## src/rtl/pipe_add_nb_if.sv

```systemverilog
// pipe_add_nb_if: operand/result handshake bundle for pipe_add_nb.
// The sub select exists only when ADD_SUB_EN is defined.
interface pipe_add_nb_if #(
    parameter int unsigned WIDTH = 32
);
    logic             in_valid;
    logic             in_ready;
    logic [WIDTH-1:0] a;
    logic [WIDTH-1:0] b;
    logic             c_in;
`ifdef ADD_SUB_EN
    logic             sub;
`endif
    logic             out_valid;
    logic             out_ready;
    logic [WIDTH-1:0] sum;
    logic             c_out;
    logic             ovf;

`ifdef ADD_SUB_EN
    modport master (
        output in_valid, a, b, c_in, sub, out_ready,
        input  in_ready, out_valid, sum, c_out, ovf
    );
    modport slave (
        input  in_valid, a, b, c_in, sub, out_ready,
        output in_ready, out_valid, sum, c_out, ovf
    );
`else
    modport master (
        output in_valid, a, b, c_in, out_ready,
        input  in_ready, out_valid, sum, c_out, ovf
    );
    modport slave (
        input  in_valid, a, b, c_in, out_ready,
        output in_ready, out_valid, sum, c_out, ovf
    );
`endif
endinterface

```

## src/rtl/pipe_add_nb.sv

```systemverilog
// pipe_add_nb: pipelined ripple adder, one CHUNK-bit slice per stage, valid/ready flow control.
// Define ADD_SUB_EN to enable the pipelined subtract select (a + ~b + (c_in ^ 1)).
module pipe_add_nb #(
    parameter int unsigned WIDTH = 32,
    parameter int unsigned CHUNK = 8
) (
    input  logic         clk,
    input  logic         rst_n,
    pipe_add_nb_if.slave bus
);
    localparam int unsigned STAGES = WIDTH / CHUNK;

    logic              adv;

    logic [STAGES-1:0] vld_q, vld_d;
    logic [STAGES-1:0] cy_q,  cy_d;
    logic [WIDTH-1:0]  a_q [STAGES];
    logic [WIDTH-1:0]  a_d [STAGES];
    logic [WIDTH-1:0]  b_q [STAGES];
    logic [WIDTH-1:0]  b_d [STAGES];
    logic [WIDTH-1:0]  s_q [STAGES];
    logic [WIDTH-1:0]  s_d [STAGES];
    logic              ovf_q, ovf_d;
`ifdef ADD_SUB_EN
    logic [STAGES-1:0] sub_q, sub_d;
    logic [STAGES-1:0] src_sub;
`endif

    // Stage-k operands: index 0 comes from the bus, index k>0 from register k-1.
    logic [STAGES-1:0] src_v;
    logic [STAGES-1:0] src_c;
    logic [WIDTH-1:0]  src_a [STAGES];
    logic [WIDTH-1:0]  src_b [STAGES];
    logic [WIDTH-1:0]  src_s [STAGES];

    logic [WIDTH-1:0]  b_eff;
    logic [CHUNK-1:0]  a_sl;
    logic [CHUNK-1:0]  b_sl;
    logic [CHUNK:0]    slice;

    // Whole pipeline moves in lockstep; a held result freezes every stage.
    assign adv = !vld_q[STAGES-1] || bus.out_ready;

    always_comb begin : stage_src
        src_v[0] = bus.in_valid;
        src_a[0] = bus.a;
        src_b[0] = bus.b;
        src_s[0] = '0;
`ifdef ADD_SUB_EN
        src_sub[0] = bus.sub;
        src_c[0]   = bus.c_in ^ bus.sub;
`else
        src_c[0]   = bus.c_in;
`endif
        for (int unsigned k = 1; k < STAGES; k++) begin
            src_v[k] = vld_q[k-1];
            src_c[k] = cy_q[k-1];
            src_a[k] = a_q[k-1];
            src_b[k] = b_q[k-1];
            src_s[k] = s_q[k-1];
`ifdef ADD_SUB_EN
            src_sub[k] = sub_q[k-1];
`endif
        end
    end

    always_comb begin : stage_add
        b_eff = '0;
        a_sl  = '0;
        b_sl  = '0;
        slice = '0;
        ovf_d = 1'b0;
        for (int unsigned k = 0; k < STAGES; k++) begin
`ifdef ADD_SUB_EN
            b_eff    = src_b[k] ^ {WIDTH{src_sub[k]}};
            sub_d[k] = src_sub[k];
`else
            b_eff    = src_b[k];
`endif
            a_sl  = src_a[k][k*CHUNK +: CHUNK];
            b_sl  = b_eff[k*CHUNK +: CHUNK];
            slice = {1'b0, a_sl} + {1'b0, b_sl} + {{CHUNK{1'b0}}, src_c[k]};

            vld_d[k] = src_v[k];
            a_d[k]   = src_a[k];
            b_d[k]   = src_b[k];
            s_d[k]   = src_s[k];
            s_d[k][k*CHUNK +: CHUNK] = slice[CHUNK-1:0];
            cy_d[k]  = slice[CHUNK];

            // Carry into the MSB is recovered from the MSB sum bit and its operands.
            if (k == STAGES - 1) begin
                ovf_d = slice[CHUNK] ^ (slice[CHUNK-1] ^ a_sl[CHUNK-1] ^ b_sl[CHUNK-1]);
            end
        end
    end

    always_ff @(posedge clk or negedge rst_n) begin
        if (!rst_n) begin
            vld_q <= '0;
            cy_q  <= '0;
            ovf_q <= 1'b0;
`ifdef ADD_SUB_EN
            sub_q <= '0;
`endif
            for (int unsigned k = 0; k < STAGES; k++) begin
                a_q[k] <= '0;
                b_q[k] <= '0;
                s_q[k] <= '0;
            end
        end else if (adv) begin
            vld_q <= vld_d;
            cy_q  <= cy_d;
            ovf_q <= ovf_d;
`ifdef ADD_SUB_EN
            sub_q <= sub_d;
`endif
            for (int unsigned k = 0; k < STAGES; k++) begin
                a_q[k] <= a_d[k];
                b_q[k] <= b_d[k];
                s_q[k] <= s_d[k];
            end
        end
    end

    assign bus.in_ready  = adv;
    assign bus.out_valid = vld_q[STAGES-1];
    assign bus.sum       = s_q[STAGES-1];
    assign bus.c_out     = cy_q[STAGES-1];
    assign bus.ovf       = ovf_q;
endmodule

```

## src/flat_wrapper.sv

```systemverilog
// flat-port wrapper written by rule: the top's interface ports become plain ports
module pipe_add_nb_flat 
#(
    parameter int unsigned WIDTH = 32,
    parameter int unsigned CHUNK = 8
)
  (clk, rst_n, bus_in_valid, bus_a, bus_b, bus_c_in, bus_out_ready, bus_in_ready, bus_out_valid, bus_sum, bus_c_out, bus_ovf);
  pipe_add_nb_if #(.WIDTH(WIDTH)) bus_i ();
  input  logic clk;
  input  logic rst_n;
  input wire logic [$bits(bus_i.in_valid)-1:0] bus_in_valid;
  input wire logic [$bits(bus_i.a)-1:0] bus_a;
  input wire logic [$bits(bus_i.b)-1:0] bus_b;
  input wire logic [$bits(bus_i.c_in)-1:0] bus_c_in;
  input wire logic [$bits(bus_i.out_ready)-1:0] bus_out_ready;
  output wire logic [$bits(bus_i.in_ready)-1:0] bus_in_ready;
  output wire logic [$bits(bus_i.out_valid)-1:0] bus_out_valid;
  output wire logic [$bits(bus_i.sum)-1:0] bus_sum;
  output wire logic [$bits(bus_i.c_out)-1:0] bus_c_out;
  output wire logic [$bits(bus_i.ovf)-1:0] bus_ovf;
  assign bus_i.in_valid = bus_in_valid;
  assign bus_i.a = bus_a;
  assign bus_i.b = bus_b;
  assign bus_i.c_in = bus_c_in;
  assign bus_i.out_ready = bus_out_ready;
  assign bus_in_ready = bus_i.in_ready;
  assign bus_out_valid = bus_i.out_valid;
  assign bus_sum = bus_i.sum;
  assign bus_c_out = bus_i.c_out;
  assign bus_ovf = bus_i.ovf;
  pipe_add_nb #(.WIDTH(WIDTH), .CHUNK(CHUNK)) u_core (.clk(clk), .rst_n(rst_n), .bus(bus_i));
endmodule
```

## config.mk

```make
export PLATFORM = sky130hd
export DESIGN_NAME = pipe_add_nb_flat
export DESIGN_NICKNAME = d
export VERILOG_FILES = /design/src/rtl/pipe_add_nb_if.sv /design/src/rtl/pipe_add_nb.sv /design/src/flat_wrapper.sv
export SDC_FILE = /design/constraint.sdc
export NUM_CORES = 1
export LEC_CHECK = 0
export ABC_AREA = 1
export BUFFER_PORTS_ARGS = -buffer_cell sky130_fd_sc_hd__buf_2
export CORE_MARGIN = 2
export CORE_UTILIZATION = 45
export DETAILED_ROUTE_END_ITERATION = 8
export GPL_ROUTABILITY_DRIVEN = 0
export SLEW_MARGIN = 20
export SYNTH_ARGS = -nofsm -noshare
export SYNTH_HDL_FRONTEND = slang
export SYNTH_SLANG_ARGS = --single-unit
```

## constraint.sdc

```tcl
create_clock -name clk -period 2.4 [get_ports clk]
set_input_delay 0.12 -clock clk [delete_from_list [all_inputs] [get_ports clk]]
set_output_delay 0.12 -clock clk [all_outputs]
set_load 0.03 [all_outputs]
```

Word-level counts from Yosys, hierarchy flattened:

Index checks and enable logic that the tools add are counted.

* input port bits: 69
* logic and storage cells: 26
* output and inout bits: 36
* register bits after elaboration: 281

* add/sub/neg operators: 8
* reduce and logical (&&, ||, !) cells: 2
* bitwise operators: 3

Operators by type and width (count)
* $add A8 B8 Y9: 4
* $add A9 B1 Y9: 4
* $xor A1 B1 Y1: 3
* $logic_not A1 Y1: 1
* $logic_or A1 B1 Y1: 1

Depth between registers and ports, before layout:

* depth after elaboration: 5
* mapped depth: 13
* gate-level depth less buffers: 13

Least setup slack after synthesis:

No wires, ideal clock.

* path type: register to register
* start: reg u_core.b_q, in the netlist u_core.b_eff[24]
* end: reg u_core.s_q, in the netlist u_core.bus.sum[30]
* path buffers: 0
* path slack: 631 ps
* arrival time: 1651 ps
* period minus slack after synthesis: 1769 ps
* cell stages (with the launch flop): 13
* required time: 2283 ps
* setup time: 117 ps
* path through: dfrtp_1 inv_1 fa_1 inv_1 fa_1 nand3_1 nand2_1 nand2_2 nand2_2 a21oi_2 or2_1 nand3_1 nand2_1

* word-level cells in the longest chain between the ends: 2

Ends and longest elaborated chain
* from (decl): RTL line pipe_add_nb.sv:19 `logic [WIDTH-1:0] b_q [STAGES];`
* from (signal, indexed assignment): RTL line pipe_add_nb.sv:120 `b_q[k] <= b_d[k];`
* $add A8 B8 Y9: RTL line pipe_add_nb.sv:82 `slice = {1'b0, a_sl} + {1'b0, b_sl} + {{CHUNK{1'b0}}, src_c[k]};`
* $add A9 B1 Y9: RTL line pipe_add_nb.sv:82
* to (signal, indexed assignment): RTL line pipe_add_nb.sv:121 `s_q[k] <= s_d[k];`
* to (decl): RTL line pipe_add_nb.sv:21 `logic [WIDTH-1:0] s_q [STAGES];`

Every way passes these cells.
A chain may end at the register's enable or synchronous reset.

Worst setup path in the final report:

* start: reg u_core.b_q, in the netlist u_core.b_d[72]
* end: reg u_core.s_q, in the netlist u_core.s_d[46]

Same word-level chain as after synthesis.

==> metrics.log <==
[metrics] total number of yosys warnings: 0
[metrics] number of cells produced by synthesis: 928
[metrics] dpl hpwl: 10.03 mm
[metrics] endpoint kind of the worst setup timing path: flop
[metrics] endpoint arrival time on the critical path: 2.30 ns
[metrics] RSZ-0062 raised after global routing: no
[metrics] P_sw: 5.159 mW
[metrics] number of search-and-repair iterations in the first detailed-routing pass: 4
[metrics] number of global-route vias before repair: 6,071
[metrics] fraction of final layout cells with drive strength greater than 1: 14.72%
[metrics] IR drop worst, VDD: 0.6769 mV
[metrics] DIE WIDTH: 139.1 um
[metrics] count of vias placed by the detailed router: 6,174
[metrics] Fillers: 1,643
[metrics] ratio of final minimum period to clock period: 80.58%
[metrics] setup-violating endpoint count in the final report: 0
[metrics] worst clock skew on the final layout: 0.008414 ns
[metrics] top cells by area in the synthesized netlist: sky130_fd_sc_hd__dfrtp_1 (56%), sky130_fd_sc_hd__nand2_1 (16%), sky130_fd_sc_hd__o21ai_0 (7.6%)
[metrics] # port buffers: 104
[metrics] netlist area before placement: 8215 um^2
[metrics] highest attainable clock frequency: 0.5171 GHz
[metrics] Leakage Power: 5.205 nW
[metrics] global-route usage over all layers: 17.60%
[metrics] hold violation count in the final report: 0
[metrics] aggregate routed wire length: 16.16 mm
[metrics] Sequential Power Share: 38.8%
[metrics] H-tree depth: 4
[metrics] first-iteration detailed-routing DRC count: 385
[metrics] sw frac: 39.03%
[metrics] sequential cell area fraction in the yosys report: 56.35%
[metrics] root buffer selected by CTS: sky130_fd_sc_hd__clkbuf_16
[metrics] Antenna Nets Post-Route: 0
[metrics] wire length of the first global-routing pass: 28.07 mm
[metrics] data required time of the critical path: 2.76 ns
[metrics] vertical die dimension: 139.1 um
[metrics] pin count of the biggest net entering global routing: 194
[metrics] area growth from synthesis to layout: 22.83%
[metrics] IO Count: 105
[metrics] end-of-flow core utilization: 56.17%
[metrics] slew at the pin closest to its max-slew limit: 0.7367 ns
[metrics] post-synthesis cell type with the largest combined area: sky130_fd_sc_hd__dfrtp_1
[metrics] run status: completed
[metrics] ratio of total power to cell area: 1310 nW/um^2
[metrics] number of antenna violations at the first check in global routing: 0
[metrics] Internal Power: 8.060 mW
[metrics] core area: 17,960 um^2
[metrics] wire per inst: 12.35 um
[metrics] Antenna Diode Count: 0
[metrics] number of instances resized during post-cts repair: 0
[metrics] final number of max-transition violations: 0
[metrics] clock tree from TritonCTS: done
[metrics] average cell area after synthesis: 8.853 um^2
[metrics] routed via count divided by cell count: 4.717
[metrics] area enclosed by the die boundary: 19,350 um^2
[metrics] clock buffers created by TritonCTS: 17
[metrics] Cell variety after synth: 29
[metrics] post-CTS clock slew at the launch and capture registers of the worst setup and hold paths: 0.07 ns
[metrics] share of total power in the clock network: 22.6%
[metrics] total overflow reported by the global router: 0
[metrics] maxcap violations: 0
[metrics] Bufs on Longest Clock Path: 2
[metrics] post-synth net total: 1,033
[metrics] maximum fanout along the worst path: 3
[metrics] effective utilization at floorplan: 45.73%
[metrics] Worst Setup Start Kind: flop
[metrics] part of the power in combinational logic: 38.6%
[metrics] Remaining DRCs: 0
[metrics] final setup TNS: 0 ns
[metrics] top cell type's share of synthesized area: 56.35%
[metrics] #FFs+latches synth: 185
[metrics] critical path start-end classification: flop to flop
[metrics] max_slew headroom: 50.89%
[metrics] net total in the final layout: 1,173
[metrics] number of sinks driven by the clock tree: 185
[metrics] Hold Crit Class: input port to flop
[metrics] later-pin clock latency in the skew report: 0.43 ns
[metrics] row cnt: 49
[metrics] Final Critical Period: 1.934 ns
## layout by cell type (no fill, tap or decap), types with 4 or more instances in the layout
master / n
sky130_fd_sc_hd__ha_1: 28
sky130_fd_sc_hd__clkbuf_16: 17
sky130_fd_sc_hd__fa_1: 8
sky130_fd_sc_hd__bufinv_16: 4
sky130_fd_sc_hd__nor2_1: 11
sky130_fd_sc_hd__dfrtp_1: 185
sky130_fd_sc_hd__nand2_1: 344
sky130_fd_sc_hd__buf_2: 103
sky130_fd_sc_hd__dlygate4sd3_1: 50
sky130_fd_sc_hd__a21oi_1: 29
sky130_fd_sc_hd__o211ai_1: 6
sky130_fd_sc_hd__buf_12: 5
sky130_fd_sc_hd__nand3_1: 20
sky130_fd_sc_hd__or2_1: 7
sky130_fd_sc_hd__nand2_2: 8
sky130_fd_sc_hd__inv_1: 91
sky130_fd_sc_hd__xnor2_1: 5
sky130_fd_sc_hd__o21ai_0: 124
## repair_timing
item                                   4_1_cts  5_1_grt
endpoints found under the hold margin      104        0
setup buffers                                0        0
setup endpoints to repair                    0        0
hold buffers                                50        0
## power groups by stage
stage | Combinational [mW] | Sequential, mW | Clock, mW
final | 5.10 | 5.12 | 2.99
after detailed placement | 5.07 | 5.18 | 0
after global placement | 5.00 | 5.16 | 0
after CTS | 5.18 | 5.14 | 3.07
after floorplan | 3.31 | 5.61 | 0
after global routing | 5.89 | 5.30 | 3.19
## worst max-delay path, stage by stage, from the launching register on
cell	delay, ns
sky130_fd_sc_hd__dfrtp_1	0.40
sky130_fd_sc_hd__fa_1	0.46
sky130_fd_sc_hd__inv_1	0.08
sky130_fd_sc_hd__fa_1	0.20
sky130_fd_sc_hd__inv_1	0.05
sky130_fd_sc_hd__nand3_1	0.05
sky130_fd_sc_hd__nand2_1	0.09
sky130_fd_sc_hd__nand2_1	0.09
sky130_fd_sc_hd__nand2_1	0.05
sky130_fd_sc_hd__a21oi_1	0.15
sky130_fd_sc_hd__or2_1	0.12
sky130_fd_sc_hd__nand3_1	0.06
sky130_fd_sc_hd__nand2_1	0.07
## kinds of logic (layout without fill, tap and decap cells)
kind of cell / Yosys count / after routing / share of synthesized area (%)
XOR/XNOR: 8 / 8 / 0.8529
adder cells (fa/ha/maj): 36 / 36 / 6.214
buffers and inverters: 133 / 285 / 6.549
AND/OR/NAND/NOR: 399 / 399 / 19.42
AO/OA/AOI/OAI: 167 / 167 / 10.62
flip-flops: 185 / 185 / 56.35
## through the flow
step           instances  hold WS [ns]  power [mW]  area (um^2)  worst slack [ns]
4_1_cts             1309       0.09181       13.38        10090            0.4687
3_5_place_dp        1228        0.1216       10.25         8960            0.4921
3_3_place_gp        1228        0.1235       10.15         8960            0.5213
5_1_grt             1309       0.09103       14.38        10090            0.2704
2_1_floorplan        928       -0.1756       8.914         8215            0.6313
6_report            1309       0.09708       13.22        10090            0.4660
## synthesized netlist by cell type
cell / instances
sky130_fd_sc_hd__inv_1: 91
sky130_fd_sc_hd__o21ai_1: 3
sky130_fd_sc_hd__ha_1: 28
sky130_fd_sc_hd__nand3_1: 20
sky130_fd_sc_hd__nor2_4: 1
sky130_fd_sc_hd__or2_1: 7
sky130_fd_sc_hd__buf_4: 1
sky130_fd_sc_hd__nor2_2: 1
sky130_fd_sc_hd__nor2_1: 11
sky130_fd_sc_hd__o21ai_0: 124
sky130_fd_sc_hd__or2_2: 1
sky130_fd_sc_hd__fa_1: 8
sky130_fd_sc_hd__a21oi_2: 1
sky130_fd_sc_hd__a31o_1: 1
sky130_fd_sc_hd__or2_0: 1
sky130_fd_sc_hd__dfrtp_1: 185
sky130_fd_sc_hd__nand2_1: 344
sky130_fd_sc_hd__clkbuf_1: 11
sky130_fd_sc_hd__inv_2: 2
sky130_fd_sc_hd__a31oi_1: 2
sky130_fd_sc_hd__nand3_2: 2
sky130_fd_sc_hd__xor2_1: 3
sky130_fd_sc_hd__xnor2_1: 5
sky130_fd_sc_hd__nand2_2: 8
sky130_fd_sc_hd__nand4_1: 3
sky130_fd_sc_hd__buf_2: 28
sky130_fd_sc_hd__o211ai_1: 6
sky130_fd_sc_hd__a21oi_4: 1
sky130_fd_sc_hd__a21oi_1: 29
## state kept, by name (all words and copies together) (netlist names)
signal	cells
u_core.b_eff	8
u_core.vld_q	4
u_core.cy_q	4
u_core.bus.ovf	1
u_core.b_d	40
u_core.bus.sum	32
u_core.a_d	48
u_core.s_d	48
## worst paths after layout
path | startpoint | to | slack, ns | cells after the start
setup / recovery | u_core.b_d[72] | u_core.s_d[46] | 0.47 | 12
hold / removal | bus_a[0] | u_core.s_d[64] | 0.1 | 4
setup reg to reg | u_core.b_d[72] | u_core.s_d[46] | 0.47 | 12
hold reg to reg | u_core.vld_q[2] | u_core.vld_q[3] | 0.46 | 1
max in group asynchronous | rst_n | u_core.a_d[92] | 1.48 | 3
min in group asynchronous | rst_n | u_core.bus.sum[13] | 0.22 | 2
## cell type report
cell class	count	area [um^2]	area share, %
Clock inverter	13	191.4	1.897
Timing Repair Buffer	161	1145	11.35
Sequential cell	185	4629	45.88
Inverter	93	351.6	3.484
Clock buffer	18	439.2	4.352
Tap cell	229	286.5	2.839
Multi-Input combinational cell	610	3048	30.20
## routing by layer
layer | share of wire (%) | up-vias | global-route usage [%]
li1 | - | 3207 | -
met2 | 45 | 84 | 28.18
met1 | 50 | 2863 | 24.21
met3 | 2.9 | 20 | 3.453
met5 | 0 | - | 0
met4 | 1.6 | 0 | 5.954
Note: power is estimated with default switching activity, not from simulation.
